--- src/rtl/mos_job_arbiter.sv ---
// mos_job_arbiter: round-robin sharing of one MOS systolic matmul engine
// between two clients. A granted client's 2*N*N input words are streamed
// into the engine as one contiguous burst; the 2N-1 anti-diagonal result
// words are returned to that client, tagged with its id.
module mos_job_arbiter #(
  parameter int TIMEOUT = 64,
  parameter int TW      = 7
) (
  input  logic        clk,
  input  logic        rst_n,
  input  logic [1:0]  req_valid,
  input  logic [1:0]  req_size,
  input  logic [31:0] req_data,
  output logic [1:0]  req_ready,
  output logic        eng_in_valid,
  output logic        eng_matrix_size,
  output logic [15:0] eng_in_data,
  input  logic        eng_out_valid,
  input  logic [39:0] eng_out_data,
  output logic        resp_valid,
  output logic        resp_id,
  output logic [39:0] resp_data,
  output logic        resp_last,
  output logic        busy,
  output logic [1:0]  err_gap,
  output logic        err_timeout
);

  localparam logic [2:0] IDLE  = 3'd0;
  localparam logic [2:0] LOAD  = 3'd1;
  localparam logic [2:0] WAIT  = 3'd2;
  localparam logic [2:0] DRAIN = 3'd3;
  localparam logic [2:0] GAP   = 3'd4;

  logic [2:0]    state;
  logic          gnt;      // granted client
  logic          sz;       // latched matrix size of the current job
  logic          rr;       // client with priority at the next grant
  logic [7:0]    wcnt;     // input words still to take
  logic [3:0]    rcnt;     // result words already returned
  logic [TW-1:0] tcnt;     // cycles spent waiting for the first result

  logic          pick;
  logic          word_ok;
  logic [15:0]   word;
  logic [3:0]    rtot;

  // Grant choice, granted client's word, and the one-hot take strobe.
  always_comb begin
    pick      = req_valid[rr] ? rr : ~rr;
    word_ok   = req_valid[gnt];
    word      = gnt ? req_data[31:16] : req_data[15:0];
    rtot      = sz ? 4'd15 : 4'd7;
    req_ready = '0;
    if (state == LOAD) req_ready[gnt] = 1'b1;
  end

  assign busy = (state != IDLE);

  // Job sequencing, registered engine drive and registered response path.
  always_ff @(posedge clk or negedge rst_n) begin
    if (!rst_n) begin
      state           <= IDLE;
      gnt             <= 1'b0;
      sz              <= 1'b0;
      rr              <= 1'b0;
      wcnt            <= '0;
      rcnt            <= '0;
      tcnt            <= '0;
      eng_in_valid    <= 1'b0;
      eng_matrix_size <= 1'b0;
      eng_in_data     <= '0;
      resp_valid      <= 1'b0;
      resp_id         <= 1'b0;
      resp_data       <= '0;
      resp_last       <= 1'b0;
      err_gap         <= '0;
      err_timeout     <= 1'b0;
    end else begin
      eng_in_valid <= 1'b0;
      eng_in_data  <= '0;
      resp_valid   <= 1'b0;
      resp_last    <= 1'b0;
      case (state)
        IDLE: begin
          if (|req_valid) begin
            gnt             <= pick;
            rr              <= ~pick;
            sz              <= req_size[pick];
            eng_matrix_size <= req_size[pick];
            wcnt            <= req_size[pick] ? 8'd128 : 8'd32;
            state           <= LOAD;
          end
        end
        LOAD: begin
          // A missing word still consumes its slot so the burst never stretches.
          eng_in_valid <= 1'b1;
          eng_in_data  <= word_ok ? word : '0;
          if (!word_ok) err_gap[gnt] <= 1'b1;
          wcnt <= wcnt - 8'd1;
          if (wcnt == 8'd1) begin
            tcnt  <= '0;
            state <= WAIT;
          end
        end
        WAIT: begin
          if (eng_out_valid) begin
            resp_valid <= 1'b1;
            resp_id    <= gnt;
            resp_data  <= eng_out_data;
            rcnt       <= 4'd1;
            state      <= DRAIN;
          end else if (tcnt == TW'(TIMEOUT - 1)) begin
            err_timeout <= 1'b1;
            state       <= GAP;
          end else begin
            tcnt <= tcnt + 1'b1;
          end
        end
        DRAIN: begin
          if (eng_out_valid) begin
            resp_valid <= 1'b1;
            resp_id    <= gnt;
            resp_data  <= eng_out_data;
            rcnt       <= rcnt + 4'd1;
            if (rcnt + 4'd1 == rtot) begin
              resp_last <= 1'b1;
              state     <= GAP;
            end
          end
        end
        GAP:     state <= IDLE;
        default: state <= IDLE;
      endcase
    end
  end

endmodule

--- config.mk ---
export PLATFORM = sky130hd
export DESIGN_NAME = mos_job_arbiter
export DESIGN_NICKNAME = d
export VERILOG_FILES = /design/src/rtl/mos_job_arbiter.sv
export SDC_FILE = /design/constraint.sdc
export NUM_CORES = 1
export LEC_CHECK = 0
export ABC_AREA = 1
export CELL_PAD_IN_SITES_DETAIL_PLACEMENT = 0
export CELL_PAD_IN_SITES_GLOBAL_PLACEMENT = 1
export CORE_UTILIZATION = 34
export DETAILED_ROUTE_END_ITERATION = 10
export PLACE_DENSITY = 0.94
export SKIP_LAST_GASP = 1
export SLEW_MARGIN = 20
export SYNTH_ARGS = -nofsm -noshare
export SYNTH_HDL_FRONTEND = slang
export SYNTH_SLANG_ARGS = --single-unit
--- constraint.sdc ---
create_clock -name clk -period 3.7 [get_ports clk]
set_input_delay 1.11 -clock clk [delete_from_list [all_inputs] [get_ports clk]]
set_output_delay 1.11 -clock clk [all_outputs]
set_load 0.02 [all_outputs]
# Yosys cells after proc, flatten, opt, wreduce, memory -nomap -nowiden
# Index checks and enable logic that the tools add are counted.
[word_totals]
out_inout_bits = 67
ff_bits = 88
[classes]
n_eq_ne = 14
order_cmp = 4
reduce_logical = 16
bitwise = 5
n_mux = 37
addsub = 3
[op_table]
columns = ["op", "count"]
rows = [
  ["16-bit two-way mux", 3],
  ["7-bit two-way mux", 3],
  ["3-bit two-way mux", 6],
  ["8-bit two-way mux", 2],
  ["8-bit case mux with 2 select lines", 1],
  ["1-bit two-way mux", 14],
  ["7-bit case mux with 2 select lines", 1],
  ["4-bit two-way mux", 3],
  ["2-bit inequality test, second input constant", 6],
  ["3-bit case mux with 4 select lines", 1],
  ["8-bit by 1-bit == test with 1-bit output, second input constant", 1],
  ["4-bit case mux with 2 select lines", 1],
  ["2-bit AND reduction", 4],
  ["8-bit by 1-bit subtractor with 8-bit output, second input constant", 1],
  ["7-bit by 1-bit adder with 7-bit output, second input constant", 1],
  ["7-bit by 6-bit == test with 1-bit output, second input constant", 1],
  ["3-bit by 2-bit == test with 1-bit output, second input constant", 2],
  ["1-bit by 2-bit < comparator with 1-bit output, second input constant", 3],
  ["3-bit AND reduction", 2],
  ["2-bit nonzero test", 3],
  ["5-bit AND reduction", 1],
  ["4-bit by 1-bit adder with 4-bit output, second input constant", 1],
  ["4-bit == test", 1],
  ["1-bit NOT", 4],
  ["other kinds (12)", 13],
]

# Depth between registers and ports, before layout
# Gate-level depths: netlist of run 1.
[logic_depth]
depth_word = 8
mapped_depth = 10

# Worst setup path after synthesis of run 1
# No wires, ideal clock.
[synth_timing]
path_kind = "register to output"
from = "reg gnt"
to = "out req_ready[1]"
path_slack_ns = 1.531
arrival_time_ns = 1.059
stages_incl_launch_ff = 5
n_path_buf = 2
path_cell_list = "dfrtp_1 > buf_2 > inv_1 > clkbuf_1 > nor2_1"
[synth_between]
elab_chain_cells = 5
[synth_lines]
columns = ["element", "line", "text"]
rows = [
  ["start, declared", "36", "logic gnt;"],
  ["start signal, assigned", "87", "gnt <= pick;"],
  ["1-bit by 2-bit < comparator with 1-bit output (not written as such) / 1-bit >= comparator (equally long branches)", "55", "if (state == LOAD) req_ready[gnt] = 1'b1;"],
  ["1-bit logical AND (not written as such)", "55", ""],
  ["1-bit two-way mux (not written as such)", "55", ""],
  ["1-bit demux with 1-bit select *", "55", ""],
  ["2-bit two-way mux *", "55", ""],
  ["end, declared", "14", "output logic [1:0] req_ready,"],
]
# Every way passes the cells marked *; elsewhere a longest branch is shown, timed or not.

# Final worst setup path of run 1
[layout_timing]
from = "reg state[1]"
to = "out req_ready[0]"
[layout_between]
elab_chain_cells = 2
[layout_lines]
columns = ["element", "line", "text"]
rows = [
  ["start, declared", "35", "logic [2:0] state;"],
  ["start signal, assigned", "63", "state <= IDLE;"],
  ["start signal, assigned", "92", "state <= LOAD;"],
  ["start signal, assigned", "103", "state <= WAIT;"],
  ["3-bit by 1-bit == test with 1-bit output", "55", ""],
  ["2-bit two-way mux", "55", ""],
]
# Every way passes these cells.

==> impl_metrics.py, run 1 <==
metrics = {
    "outcome": {
        "status": "completed",
    },
    "setup_path": {
        "reg2reg_slack_ps": 1970,
        "arrival_ps": 2030,
        "critical_path_class": "flop to primary output",
        "end_kind": "primary output",
        "worst_ep_required_time_ps": 2590,
        "path_max_fanout": 11,
        "startpoint_type": "flop",
    },
    "global_routing": {
        "grt_overflow": 0,
        "track_usage": 0.170,
        "use_met2": 0.293,
        "grt_pass1_wl_um": 15600,
        "grt_max_degree": 49,
        "top_usage_layer": "met2",
        "grt_use_met3": 0.0357,
        "grt_util_met1": 0.213,
        "grt_antenna_before_repair": 0,
        "grt_pass1_vias": 3338,
    },
    "pwr": {
        "powerDensity_mw_per_mm2": 768,
        "peakVddDrop_uv": 399,
        "combPwrFrac": 0.476,
        "p_leak_nw": 2.68,
        "clkPwrFrac": 0.171,
        "sw_frac_of_total": 0.403,
        "p_switching_mw": 1.74,
        "power_frac_seq": 0.353,
        "internal_power_mw": 2.58,
    },
    "sta": {
        "rsz0062_at_grt": "no",
        "final_max_slew_viol_count": 0,
        "hold_viol": 0,
        "fin_ws_ps": 562,
        "finClkSkew_ps": 12.6,
        "tightest_slew_ps": 707,
        "fmax_ghz": 0.319,
        "period_share": 0.848,
        "fin_tns_setup_ps": 0,
        "relSlewSlack": 0.528,
        "period_minus_slack_ps": 3140,
        "setup_viol": 0,
    },
    "floorplan": {
        "pin_count": 146,
        "dieArea_mm2": 0.0116,
        "die-width_um": 108,
        "core-area_mm2": 0.0109,
        "fp-row-count": 38,
        "die_h_um": 108,
        "initial_utilization": 0.350,
    },
    "yosys": {
        "synth-xor-area-share": 0.00919,
        "synth_fp_nets": 525,
        "syn-cell-area_mm2": 0.00381,
        "synthAdderAreaFrac": 0.0164,
        "synth_compound_area_frac": 0.0761,
        "yosysWarnings": 0,
        "ys_types": 30,
        "synth_top_family_by_area": "simple AND/OR/NAND/NOR gates",
        "synth-simple-area-share": 0.271,
        "yosys_register_bits": 88,
        "synth_mux_area_frac": 0.00263,
        "seq_area_frac_synth": 0.578,
        "synthCells": 441,
        "syn_area_per_cell_um2": 8.64,
    },
    "cts": {
        "holdBufCountCts": 0,
        "cts.path.max_buffers": 2,
        "clkTransAtPathRegs_ps": 90,
        "clk_latency_ps": 350,
        "post-cts-setup-buffer-count": 0,
        "cts_buffers": 9,
        "post_cts_resized": 0,
        "root_buffer": "clkbuf_8",
        "h-tree-depth": 3,
        "clock-sinks": 88,
        "cts_tree": "yes",
    },
    "drt": {
        "antenna_left": 0,
        "vias": 3339,
        "drt_iter0_markers": 197,
        "wirelength_um": 9450,
        "drt-pass1-iter-count": 4,
        "post_drt_wl_per_cell_um": 12.9,
        "vias_per_cell": 4.57,
        "drcViolationCount": 0,
    },
    "placement": {
        "place_ws_ps": 944,
        "globalplace.congestion": 0.738,
        "dp_hpwl_um": 6800,
        "io_buffers": 145,
    },
    "final_layout": {
        "antenna_cells": 0,
        "drive_gt1_frac": 0.0778,
        "area.growth.synth_to_final_pct": 47.5,
        "nets": 670,
        "num-fill-cells": 1021,
    },
    "worst_hold_path": {
        "hold_class": "flop to flop",
    },
    "job": {
        "drv_cap": 0,
    },
}
[final timing paths]
| kind | startpoint | to | depth (start not counted) |
|---|---|---|---|
| min in group asynchronous | rst_n | eng_in_data[4] | 1 |
| max reg2reg | state[0] | tcnt[3] | 6 |
| max in group asynchronous | rst_n | resp_data[15] | 2 |
| min | resp_data[23] | resp_data[23] | 2 |
| max | state[1] | req_ready[0] | 4 |
| min reg2reg | resp_data[23] | resp_data[23] | 2 |
[cell usage after synthesis (all sizes together)]
cell type,number,share of area
nand2,205,0.20
or2,6,0.0098
a21o,1,0.0020
mux2i,1,0.0026
clkbuf,3,0.0030
nand3,15,0.021
ha,5,0.016
inv,27,0.027
o21ai,23,0.036
a21oi,19,0.028
o311ai,1,0.0023
o31ai,1,0.0020
o211ai,1,0.0020
xor2,3,0.0069
nor2,26,0.035
xnor2,1,0.0023
o21bai,2,0.0039
buf,12,0.017
dfrtp,88,0.58
nand4,1,0.0016
[power by group through the flow]
| stage | clock network (mW) | registers, mW | logic (mW) |
|---|---|---|---|
| after detailed placement | 0 | 1.54 | 2.08 |
| after global placement | 0 | 1.53 | 2.03 |
| after floorplan | 0 | 1.84 | 0.888 |
| after global routing | 0.810 | 1.57 | 2.27 |
| after CTS | 0.765 | 1.53 | 2.08 |
| final | 0.737 | 1.53 | 2.06 |
[sequential cells by signal, summed over array words and instances (netlist names), 2 cells and up]
register	cells
rcnt	4
eng_in_data	16
wcnt	8
tcnt	7
resp_data	40
err_gap	2
state	3
[metrics by stage]
stage	util	power, mW	area, um^2	cells	hold slack, ps
after floorplan	-	2.73	3810	441	453
after global placement	0.496	3.55	5400	715	453
after detailed placement	0.496	3.62	5400	715	459
after CTS	0.517	4.38	5620	731	479
after global routing	0.517	4.66	5620	731	491
final	0.517	4.32	5620	731	472
[metal layers]
| metal | vias up | routed length [um] | share of wire |
|---|---|---|---|
| li1 | 1658 | - | - |
| met5 | - | 0 | 0 |
| met1 | 1595 | 4220 | 0.45 |
| met4 | 0 | 106 | 0.011 |
| met2 | 77 | 4710 | 0.50 |
| met3 | 9 | 417 | 0.044 |
[critical path, stage by stage, from the launching register on]
cell             delay, ps
dfrtp_1                420
nor2_2                 140
nand2_1                300
nor2_1                 190
clkdlybuf4s50_1        620
[cells in the final DEF (no fill, tap or decap), types with 4 or more instances in the layout]
cell type	n
nand2_1	202
clkdlybuf4s50_1	144
dfrtp_1	88
inv_1	22
a21oi_1	18
nor2_1	18
o21ai_0	14
nand3_1	14
clkbuf_8	10
o21ai_2	6
nor2_2	5
inv_2	5
ha_1	5
buf_4	4
[cell families (layout without fill, tap and decap cells)]
kind of cell / Yosys count / after routing
fa+ha+maj: 5 / 5
xor+xnor: 4 / 4
mux: 1 / 1
simple gates: 253 / 253
compound gates: 48 / 48
buf+inv: 42 / 192
flops: 88 / 88
[final cells by class]
type	count	area, um^2	area share
clock buffers	12	145	0.0258
clock inverters	4	77.6	0.0138
inverters	27	101	0.0180
multi-input cells	311	1430	0.255
flip-flops and latches	88	2200	0.392
well taps	140	175	0.0311
repair buffers	149	1490	0.265
(Power assumes the default switching activity.)
==> run 2, diff against run 1 <==
--- a/config.mk
+++ b/config.mk
@@ -8,9 +8,9 @@
 export ABC_AREA = 1
 export CELL_PAD_IN_SITES_DETAIL_PLACEMENT = 0
 export CELL_PAD_IN_SITES_GLOBAL_PLACEMENT = 1
-export CORE_UTILIZATION = 34
+export CORE_UTILIZATION = 32
 export DETAILED_ROUTE_END_ITERATION = 10
-export PLACE_DENSITY = 0.94
+export PLACE_DENSITY = 0.9
 export SKIP_LAST_GASP = 1
 export SLEW_MARGIN = 20
 export SYNTH_ARGS = -nofsm -noshare
==> constraint.sdc (replaced) <==
create_clock -name clk -period 2.95 [get_ports clk]
set_input_delay 0.885 -clock clk [delete_from_list [all_inputs] [get_ports clk]]
set_output_delay 0.885 -clock clk [all_outputs]
set_load 0.02 [all_outputs]
==> impl_metrics.py, run 2 (synthesis gave the netlist of run 1 again) <==
metrics = {
    "setup_path": {
        "worst_ep_required_time_ps": 2070,
        "startpoint_type": "flop",
        "critical_path_class": "flop to primary output",
        "critPathMaxStageDelay_ps": 640,
        "crit_family": "buffers and inverters",
        "path_buf_inv": 1,
        "cp.depth": 4,
        "worstPathCellList": "nor2_2, nand2_1, nor2_1, clkdlybuf4s50_1",
        "arrival_ps": 1710,
        "path_max_fanout": 3,
        "end_kind": "primary output",
        "worstRegToRegCells": 6,
        "slowest_stage": "clkdlybuf4s50_1",
    },
    "sta": {
        "setup_viol": 0,
        "rsz0062_at_grt": "no",
        "period_share": 0.881,
        "fmax_ghz": 0.385,
        "hold_viol": 0,
        "hold_ws_ps": 470,
        "period_minus_slack_ps": 2600,
        "fin_tns_setup_ps": 0,
        "final_max_slew_viol_count": 0,
        "finClkSkew_ps": 6.15,
        "fin_ws_ps": 351,
        "relSlewSlack": 0.540,
        "tightest_slew_ps": 689,
    },
    "placement": {
        "globalplace.congestion": 0.770,
        "place_ws_ps": 339,
        "io_buffers": 145,
        "dp_hpwl_um": 6980,
    },
    "drt": {
        "vias": 3329,
        "antenna_left": 0,
        "post_drt_wl_per_cell_um": 13.1,
        "vias_per_cell": 4.54,
        "drt-pass1-iter-count": 8,
        "drt_iter0_markers": 220,
        "wirelength_um": 9580,
        "drcViolationCount": 26,
    },
    "floorplan": {
        "die-width_um": 111,
        "core-area_mm2": 0.0115,
        "dieArea_mm2": 0.0124,
        "die_h_um": 111,
        "fp-row-count": 39,
        "initial_utilization": 0.331,
        "pin_count": 146,
    },
    "global_routing": {
        "track_usage": 0.164,
        "grt_pass1_wl_um": 16400,
        "grt_antenna_before_repair": 0,
        "grt_pass1_vias": 3428,
        "grt_overflow": 0,
        "grt_max_degree": 46,
    },
    "outcome": {
        "status": "finished with violations",
        "violations": "design-rule violations",
    },
    "final_layout": {
        "largestRegisters": "resp_data: 40 flops, eng_in_data: 16 flops, wcnt: 8 flops",
        "top_register": "resp_data",
        "area.growth.synth_to_final_pct": 49.9,
        "largest_register_ffs": 40,
        "num-fill-cells": 1071,
        "layout_common_cells": "nand2_1, clkdlybuf4s50_1, dfrtp_1",
        "nets": 671,
        "antenna_cells": 0,
        "final_common_cell": "nand2_1",
        "regArea_mm2": 0.00220,
        "drive_gt1_frac": 0.0778,
        "multiInputGateArea_mm2": 0.00143,
    },
    "cts": {
        "clkTransAtPathRegs_ps": 60,
        "post_cts_resized": 0,
        "clock-sinks": 88,
        "cts_tree": "yes",
        "cts_buffers": 9,
        "h-tree-depth": 3,
        "root_buffer": "clkbuf_16",
        "holdBufCountCts": 0,
        "cts.path.max_buffers": 2,
        "post-cts-setup-buffer-count": 0,
        "clk_latency_ps": 330,
    },
    "job": {
        "drv_cap": 0,
    },
    "pwr": {
        "p_leak_nw": 2.72,
        "powerDensity_mw_per_mm2": 995,
        "peakVddDrop_uv": 455,
    },
    "worst_hold_path": {
        "hold_class": "flop to flop",
        "hold_path_depth": 2,
    },
}
[run 2: worst register-to-register path: cells and delay by family (launching register included)]
family | cells | cell delay, ps
buffers and inverters | 2 | 440
AO/OA/AOI/OAI | 1 | 90
AND/OR/NAND/NOR | 3 | 590
flip-flops | 1 | 380
[run 2: per-stage QoR]
stage / utilization / instance area (um^2) / total power [mW] / instances
2_1_floorplan: - / 3810 / 3.42 / 441
3_3_place_gp: 0.470 / 5410 / 4.48 / 719
3_5_place_dp: 0.470 / 5410 / 4.55 / 719
4_1_cts: 0.496 / 5720 / 5.75 / 734
5_1_grt: 0.496 / 5720 / 6.10 / 734
6_report: 0.496 / 5720 / 5.69 / 734
[run 2: path summary, 6_finish.rpt]
kind                                    start            end  slack (ps)
worst min register to register  resp_data[11]  resp_data[11]         470
worst max-delay path                 state[1]   req_ready[0]         350
min in group asynchronous               rst_n            gnt         560
max in group asynchronous               rst_n        rcnt[0]        1740
worst max register to register       state[2]        resp_id        1310
worst min-delay path            resp_data[11]  resp_data[11]         470
[run 2: layout make-up]
cell class	count	share of cell area
inverters	27	0.0177
clock inverters	4	0.0123
repair buffers	150	0.262
clock buffers	11	0.0407
flip-flops and latches	88	0.385
multi-input cells	311	0.250
well taps	143	0.0313
[run 2: metal layers]
layer,vias to the layer above,global-route usage,part of all wire
li1,1662,-,-
met1,1546,0.210,0.44
met2,106,0.273,0.48
met3,15,0.0394,0.062
met4,0,0.0541,0.018
met5,-,0,0
[run 2: power by group]
group	internal (mW)	switching, mW
Combinational	1.09	1.50
Sequential	1.66	0.276
Clock	0.735	0.433
Total	3.48	2.21
==> run 3, diff against run 2 <==
--- a/config.mk
+++ b/config.mk
@@ -9,6 +9,7 @@
 export CELL_PAD_IN_SITES_DETAIL_PLACEMENT = 0
 export CELL_PAD_IN_SITES_GLOBAL_PLACEMENT = 1
 export CORE_UTILIZATION = 32
+export CTS_CLUSTER_DIAMETER = 40
 export DETAILED_ROUTE_END_ITERATION = 10
 export PLACE_DENSITY = 0.9
 export SKIP_LAST_GASP = 1
==> results of run 3 <==
The final DEF is identical to that of run 2; final timing and power are the same.
